<file path="src/rtl/pipe_pkg.sv">
// Shared pipeline definitions: the MEM/WB bundle layout
// (field widths, LSB offsets, total width) plus a packing helper.
package pipe_pkg;

    // MEM/WB bundle, LSB first:
    // reg_write | num_write | s_data_write | pc | data_read | c
    localparam int REG_WRITE_W    = 1;
    localparam int NUM_WRITE_W    = 5;
    localparam int S_DATA_WRITE_W = 2;
    localparam int PC_W           = 32;
    localparam int DATA_READ_W    = 32;
    localparam int C_W            = 32;

    localparam int REG_WRITE_LSB    = 0;
    localparam int NUM_WRITE_LSB    = REG_WRITE_LSB + REG_WRITE_W;
    localparam int S_DATA_WRITE_LSB = NUM_WRITE_LSB + NUM_WRITE_W;
    localparam int PC_LSB           = S_DATA_WRITE_LSB + S_DATA_WRITE_W;
    localparam int DATA_READ_LSB    = PC_LSB + PC_W;
    localparam int C_LSB            = DATA_READ_LSB + DATA_READ_W;

    localparam int MEMWB_W = 104;

    function automatic logic [MEMWB_W-1:0] memwb_pack(
        input logic [C_W-1:0]            c,
        input logic [DATA_READ_W-1:0]    data_read,
        input logic [PC_W-1:0]           pc,
        input logic [S_DATA_WRITE_W-1:0] s_data_write,
        input logic [NUM_WRITE_W-1:0]    num_write,
        input logic                      reg_write
    );
        return {c, data_read, pc, s_data_write, num_write, reg_write};
    endfunction

endpackage

</file>
<file path="src/rtl/sat_counter.sv">
// Saturating up-counter with synchronous active-high reset.
// Ports: clock, reset, inc (count enable), count (current value).
module sat_counter #(
    parameter int W = 32
) (
    input  logic         clock,
    input  logic         reset,
    input  logic         inc,
    output logic [W-1:0] count
);

    always_ff @(posedge clock) begin
        if (reset) begin
            count <= '0;
        end else if (inc && count != {W{1'b1}}) begin
            count <= count + 1'b1;
        end
    end

endmodule

</file>
<file path="src/rtl/pipe_stage_skid.sv">
// Elastic pipeline-stage register with a 2-entry skid buffer and flush.
// Ports: clock, reset (sync, active-high), flush, in_valid/in_ready/in_data,
// out_valid/out_ready/out_data, occupancy (0..2), and stall_cnt which
// exists only when PIPE_STAGE_STATS_EN is defined.
module pipe_stage_skid
    import pipe_pkg::*;
#(
    parameter int DATA_W = MEMWB_W,
    parameter int STAT_W = 32
) (
    input  logic              clock,
    input  logic              reset,
    input  logic              flush,
    input  logic              in_valid,
    output logic              in_ready,
    input  logic [DATA_W-1:0] in_data,
    output logic              out_valid,
    input  logic              out_ready,
    output logic [DATA_W-1:0] out_data,
    output logic [1:0]        occupancy
`ifdef PIPE_STAGE_STATS_EN
    ,
    output logic [STAT_W-1:0] stall_cnt
`endif
);

    if (DATA_W < 1 || STAT_W < 1) begin : g_bad_param
        $error("pipe_stage_skid: DATA_W and STAT_W must be >= 1");
    end

    logic              main_valid;
    logic [DATA_W-1:0] main_data;
    logic              skid_valid;
    logic [DATA_W-1:0] skid_data;
    logic              push;
    logic              pop;

    assign in_ready  = !skid_valid;
    assign push      = in_valid && !skid_valid;
    assign pop       = main_valid && out_ready;
    assign out_valid = main_valid;
    assign out_data  = main_data;
    assign occupancy = {1'b0, main_valid} + {1'b0, skid_valid};

    // Data registers are cleared whenever their valid drops, so an
    // empty stage always presents an all-zero payload downstream.
    always_ff @(posedge clock) begin
        if (reset || flush) begin
            main_valid <= 1'b0;
            main_data  <= '0;
            skid_valid <= 1'b0;
            skid_data  <= '0;
        end else if (!main_valid) begin
            if (push) begin
                main_valid <= 1'b1;
                main_data  <= in_data;
            end
        end else if (pop) begin
            if (skid_valid) begin
                main_data  <= skid_data;
                skid_valid <= 1'b0;
                skid_data  <= '0;
            end else if (push) begin
                main_data  <= in_data;
            end else begin
                main_valid <= 1'b0;
                main_data  <= '0;
            end
        end else if (push) begin
            // Main is stalled and skid is empty (push implies that).
            skid_valid <= 1'b1;
            skid_data  <= in_data;
        end
    end

`ifdef PIPE_STAGE_STATS_EN
    sat_counter #(
        .W(STAT_W)
    ) u_stall_cnt (
        .clock(clock),
        .reset(reset),
        .inc  (main_valid && !out_ready),
        .count(stall_cnt)
    );
`endif

endmodule
</file>
<file path="config.mk">
export PLATFORM = sky130hd
export DESIGN_NAME = pipe_stage_skid
export DESIGN_NICKNAME = d
export VERILOG_FILES = /design/src/rtl/pipe_pkg.sv /design/src/rtl/sat_counter.sv /design/src/rtl/pipe_stage_skid.sv
export SDC_FILE = /design/constraint.sdc
export NUM_CORES = 1
export LEC_CHECK = 0
export ABC_AREA = 1
export CORE_ASPECT_RATIO = 0.6
export CORE_MARGIN = 10
export CORE_UTILIZATION = 40
export DETAILED_ROUTE_END_ITERATION = 12
export GPL_TIMING_DRIVEN = 0
export PLACE_DENSITY = 0.67
export SLEW_MARGIN = 20
export SYNTH_ARGS = -nofsm -noshare
export SYNTH_HDL_FRONTEND = slang
export SYNTH_SLANG_ARGS = --single-unit
</file>
<file path="constraint.sdc">
create_clock -name clock -period 1.4 [get_ports clock]
set_input_delay 0.14 -clock clock [delete_from_list [all_inputs] [get_ports clock]]
set_output_delay 0.14 -clock clock [all_outputs]
set_load 0.01 [all_outputs]
</file>
# Word-level counts from Yosys, hierarchy flattened
# Cells that the tools add are included.
dict set report totals {
  word_cells 29
  inputBits 109
  out_inout_bits 108
  reg_bits 210
}
dict set report op_classes {
  n_eq_ne 2
  reduce_logical 9
  add_sub_neg 1
  n_mux 13
}
# cell n
set ops {}
lappend ops {{$mux 104} 7}
lappend ops {{$mux 1} 6}
lappend ops {{$reduce_and 2->1} 2}
lappend ops {{$reduce_bool 2->1} 2}
lappend ops {{$reduce_and 3->1} 1}
lappend ops {{$add 1x1->2} 1}
lappend ops {{$logic_and 1x1->1} 2}
lappend ops {{$ne 2x1->1 const B} 1}
lappend ops {{$ne 2x2->1 const B} 1}
lappend ops {{$logic_not 1->1} 1}
lappend ops {{$logic_or 1x1->1} 1}

# Longest topological paths before layout
dict set report depth {
  depth_word 6
  ltp_mapped 9
  depth_no_buf 7
}

# Least setup slack after synthesis
# OpenSTA, ideal clock, no wires.
dict set report synth_path {
  path_type {reg2reg}
  from {register main_valid (netlist: out_valid)}
  to {register skid_data[38]}
  arrival_ns 1.280
  setup_time_ns 0.113
  period_less_slack_ns 1.393
  n_path_buf 2
  path_stages_with_launch 8
  setup_slack_ns 0.007
  required_time_ns 1.287
  cell_sequence {dfxtp_1 -> nand2_1 -> buf_4 -> inv_2 -> clkbuf_1 -> nor2_1 -> nor2_1 -> nor2_1}
}
dict set report synth_via {
  elab_chain_cells 3
  elab_cells_between_ends 5
  cone_classes {eq/ne: 1; mux: 1; reduce/logical: 3}
}
# item line
set synth_rtl {}
lappend synth_rtl {{from (decl)} pipe_stage_skid.sv:31} ;# logic main_valid;
lappend synth_rtl {{from (signal assigned)} pipe_stage_skid.sv:49} ;# main_valid <= 1'b0;
lappend synth_rtl {{from (signal assigned)} pipe_stage_skid.sv:55} ;# main_valid <= 1'b1;
lappend synth_rtl {{from (signal assigned)} pipe_stage_skid.sv:66} ;# main_valid <= 1'b0;
lappend synth_rtl {{$logic_and 1x1->1} pipe_stage_skid.sv:40} ;# assign pop = main_valid && out_ready;
lappend synth_rtl {{$ne 2x2->1 (no source line) or $reduce_bool 2->1 (tied branches)} n/a}
lappend synth_rtl {{$reduce_and 3->1 (no source line)} n/a}
lappend synth_rtl {{to (signal assigned)} pipe_stage_skid.sv:72} ;# skid_data <= in_data;
lappend synth_rtl {{to (decl)} pipe_stage_skid.sv:34} ;# logic [DATA_W-1:0] skid_data;
# Several ways; a longest one is shown, not always the timed one.
# A chain may end at the register's enable or synchronous reset.

# Final worst setup path
dict set report layout_path {
  from {register skid_valid}
  to {register skid_data[19]}
}
dict set report layout_via {
  elab_chain_cells 4
  elab_cells_between_ends 5
  cone_classes {eq/ne: 1; reduce/logical: 4}
}
# item line
set layout_rtl {}
lappend layout_rtl {{from (decl)} pipe_stage_skid.sv:33} ;# logic skid_valid;
lappend layout_rtl {{from (signal assigned)} pipe_stage_skid.sv:51} ;# skid_valid <= 1'b0;
lappend layout_rtl {{from (signal assigned)} pipe_stage_skid.sv:61} ;# skid_valid <= 1'b0;
lappend layout_rtl {{from (signal assigned)} pipe_stage_skid.sv:71} ;# skid_valid <= 1'b1;
lappend layout_rtl {{$logic_not 1->1} pipe_stage_skid.sv:39} ;# assign push = in_valid && !skid_valid;
lappend layout_rtl {{$logic_and 1x1->1} pipe_stage_skid.sv:39}
lappend layout_rtl {{$reduce_bool 2->1 (no source line)} n/a}
lappend layout_rtl {{$reduce_and 3->1 (no source line) (*)} n/a}
# Mark *: on every way between the ends. The rest lies on a longest branch, timed or not.

==> flow_summary.rst <==
.. list-table::
   :header-rows: 1

   * - Metric
     - Value
   * - Number of antenna violations at the first check in global routing
     - 2
   * - Worst path arrival time
     - 1960 ps
   * - Post-DRT Antenna Nets
     - 0
   * - Cells after DPL
     - ~2500
   * - Final count of hold timing violations
     - 0
   * - Total wire length
     - around 40000 µm
   * - Final clock skew
     - 14.1 ps
   * - Number of global-route vias before repair
     - roughly 11000
   * - Total of flip-flops plus latches after synthesis
     - 210
   * - Total Routing Usage GR
     - between 20% and 30%
   * - Max-slew violation count
     - 0
   * - CTS H-tree depth
     - 1
   * - Clock tree from TritonCTS
     - built
   * - Number of warnings issued by yosys
     - 0
   * - Number of placement rows
     - between 40 and 50
   * - Worst supply voltage drop on vdd
     - about 560 µV
   * - CP startpoint kind
     - flop
   * - Layout filler cell count
     - about 2400
   * - Required time at the endpoint of the critical path
     - ~1800 ps
   * - Met3 GRT Util
     - under 10%
   * - Destination of the critical timing path
     - skid_data[19]
   * - Fmax achieved
     - about 650 MHz
   * - Setup repair after global routing missed its margin
     - yes
   * - Register area share after synthesis
     - between 30% and 40%
   * - DRT iter0 DRCs
     - just under 1000
   * - Register-to-register setup slack
     - -130 ps
   * - Non-Filler Instances
     - 2547
   * - Setup slack at placement
     - -1030 ps
   * - Least setup slack across all paths after layout
     - -127 ps
   * - Worst Path Class, Setup
     - reg -> reg
   * - Design Area, Final
     - roughly 0.017 mm²
   * - # setup viols final
     - roughly 160
   * - First-pass GRT wire length
     - around 56000 µm
   * - Floorplan die height
     - approximately 150 µm
   * - Maximum clock insertion buffer count
     - 3
   * - Met1 Usage GRT
     - between 20 and 30%
   * - Count of distinct cell types in the synthesized netlist
     - 16
   * - Initial standard-cell utilization of the core
     - a little over 40%
   * - Post-layout nets
     - ~2300
   * - Net count after synthesis
     - between 1500 and 2000
   * - Drt wl/cell
     - around 16 µm
   * - Clock slew seen by the registers of the worst setup and hold paths
     - ~60 ps
   * - Number of top-level pins
     - ~220
   * - Detailed-route DRC error count
     - 0
   * - Half-perimeter wire length after detailed placement
     - between 20000 and 30000 µm
   * - Endpoint of the worst-slack reg-to-reg timing path
     - skid_data[19]
   * - Total core area
     - 0.0265 mm²
   * - Clock buffers created by TritonCTS
     - 22
   * - Global routing's busiest layer
     - met2
   * - Hold buffer count at CTS
     - 0
   * - Final weighted congestion of routability-driven global placement
     - about 0.86
   * - Count of clock tree sinks
     - 210
   * - Relative slew margins
     - between 60% and 70%
   * - Combined flip-flop and latch cell area
     - ~0.0042 mm²
   * - Pwr per Cell Area
     - approximately 900 mW/mm²
   * - Post-Route Hold Slack
     - 291 ps
   * - Multi-input gate area
     - roughly 0.006 mm²
   * - Gate count of the mapped netlist
     - approximately 1900
   * - Status
     - complete, but fails checks
   * - Pin count of the biggest net entering global routing
     - 14
   * - Clock latency on the worst-skew pair
     - ~520 ps
   * - Class of the worst hold path
     - in -> reg
   * - IO Port Bufs
     - about 220
   * - Die X
     - roughly 230 µm
   * - Netlist area before placement
     - between 0.01 and 0.015 mm²
   * - DIE AREA
     - between 0.03 and 0.04 mm²
   * - Mapped Avg Cell Area
     - between 5 and 6 µm²
   * - Total negative slack for setup checks
     - -5390 ps
   * - Actual transition at the worst max-transition pin
     - approximately 570 ps
   * - Root buffer selected by CTS
     - clkbuf_16
   * - GRT met2 Usage
     - between 30% and 40%
   * - R2r worst-path depth
     - 8
   * - Ratio of final minimum period to clock period
     - 109%
   * - Grt ovf
     - 0
   * - Final critical path time including I/O delays and setup
     - ~1500 ps
   * - FF-to-FF Start
     - skid_valid
   * - Violations in the final reports
     - setup timing
   * - Fraction of layout instances using a drive strength above 1
     - between 20% and 30%
   * - DR vias
     - 11933
   * - Detailed Routing Iterations Pass 1
     - 5
   * - Leakage power
     - ~8.4 nW
   * - Critical path endpoint category
     - flop
   * - Largest fanout on the critical path
     - 8
   * - Max_cap viols
     - 0
   * - Signed area change from the synthesized netlist to the final layout
     - 54.7%
   * - Dpl cell area
     - approximately 0.013 mm²
   * - First element of the critical path
     - skid_valid
   * - Via density per instance
     - about 4.7
-- logic make-up after synthesis --
family	after synthesis	share of synthesized area [%]
AND/OR/NAND/NOR	1261	45.4
buffers and inverters	407	15.5
flip-flops	210	38.9
AO/OA/AOI/OAI	2	0.0926
adder cells (fa/ha/maj)	1	0.116
-- placed cells by master (no fill, tap or decap), drive strengths merged --
cell	n
clkdlybuf4s15	1
bufinv	1
dlygate4sd2	104
buf	115
nand2	528
clkdlybuf4s50	108
nand3	131
nor2	601
clkinv	4
diode	2
ha	1
nor3	1
a21oi	2
inv	295
clkbuf	83
dfxtp	210
-- where the power goes --
| part | switching [mW] | total (mW) | internal, mW |
|---|---|---|---|
| Clock | 2.57 | 6.01 | 3.45 |
| Combinational | 1.50 | 2.83 | 1.33 |
| Sequential | 0.0916 | 6.25 | 6.16 |
-- stage by stage --
| stage | power [mW] | util [%] |
|---|---|---|
| floorplan | 7.62 | - |
| global placement | 8.61 | 50.6 |
| detailed placement | 8.63 | 50.6 |
| CTS | 14.7 | 55.6 |
| global route | 15.7 | 63.0 |
| finish | 15.1 | 63.0 |
-- metal layers --
layer / wire length [µm] / share of wire [%] / up-vias
met2: 17900 / 45 / 391
met4: 980 / 2.4 / 0
met5: 0 / 0 / -
met3: 2940 / 7.3 / 59
li1: - / - / 6024
met1: 18200 / 46 / 5459
-- cell usage after synthesis --
master	number	area, µm²
buf_2	69	345
clkbuf_1	24	90.1
nand2_1	527	1980
a21oi_1	2	10.0
nor2_1	599	2250
nor2_2	2	12.5
inv_2	5	18.8
nor3_1	1	5.00
ha_1	1	12.5
dfxtp_1	210	4200
nand3_1	131	656
buf_6	6	67.6
nand2_2	1	6.26
inv_1	289	1080
buf_4	5	37.5
buf_1	9	33.8
-- layout make-up --
cell class              count  share of cell area (%)
repair buffers            268                    18.3
multi-input cells        1264                    35.3
plain buffers             111                    7.44
inverters                 294                    6.79
clock inverters             6                   0.352
clock buffers              32                    3.94
diodes                      2                  0.0299
well taps                 360                    2.69
flip-flops and latches    210                    25.2
-- what timing repair did --
item                                   CTS  global route
setup endpoints to repair              318           205
buffers inserted                        10            12
endpoints found under the hold margin    0             0
gates resized for setup                307           376
cloned                                   3            27
pin swaps                               26           106
-- worst max-delay path, stage by stage, from the launching register on --
cell     delay [ps]
dfxtp_4         400
inv_4            60
a21oi_4         250
nand2_8         120
buf_12          180
buf_8           150
nand2_2          60
nand2_2          60
nor2_1          150
-- worst min-delay path by stage --
stage / cells past startpoint / startpoint / to / slack [ps]
floorplan: 2 / in_valid / skid_valid / 330
global placement: 2 / skid_data[15] / skid_data[15] / 450
detailed placement: 2 / skid_data[18] / skid_data[18] / 460
CTS: 5 / in_data[39] / out_data[39] / 280
global route: 5 / in_data[39] / out_data[39] / 310
finish: 5 / in_data[46] / out_data[46] / 290
-- state kept, by name, summed over array words and instances, names as in the netlist --
register    count
out_data      104
out_valid       1
skid_data     104
skid_valid      1
No activity file was read; power rests on OpenSTA's default activity.
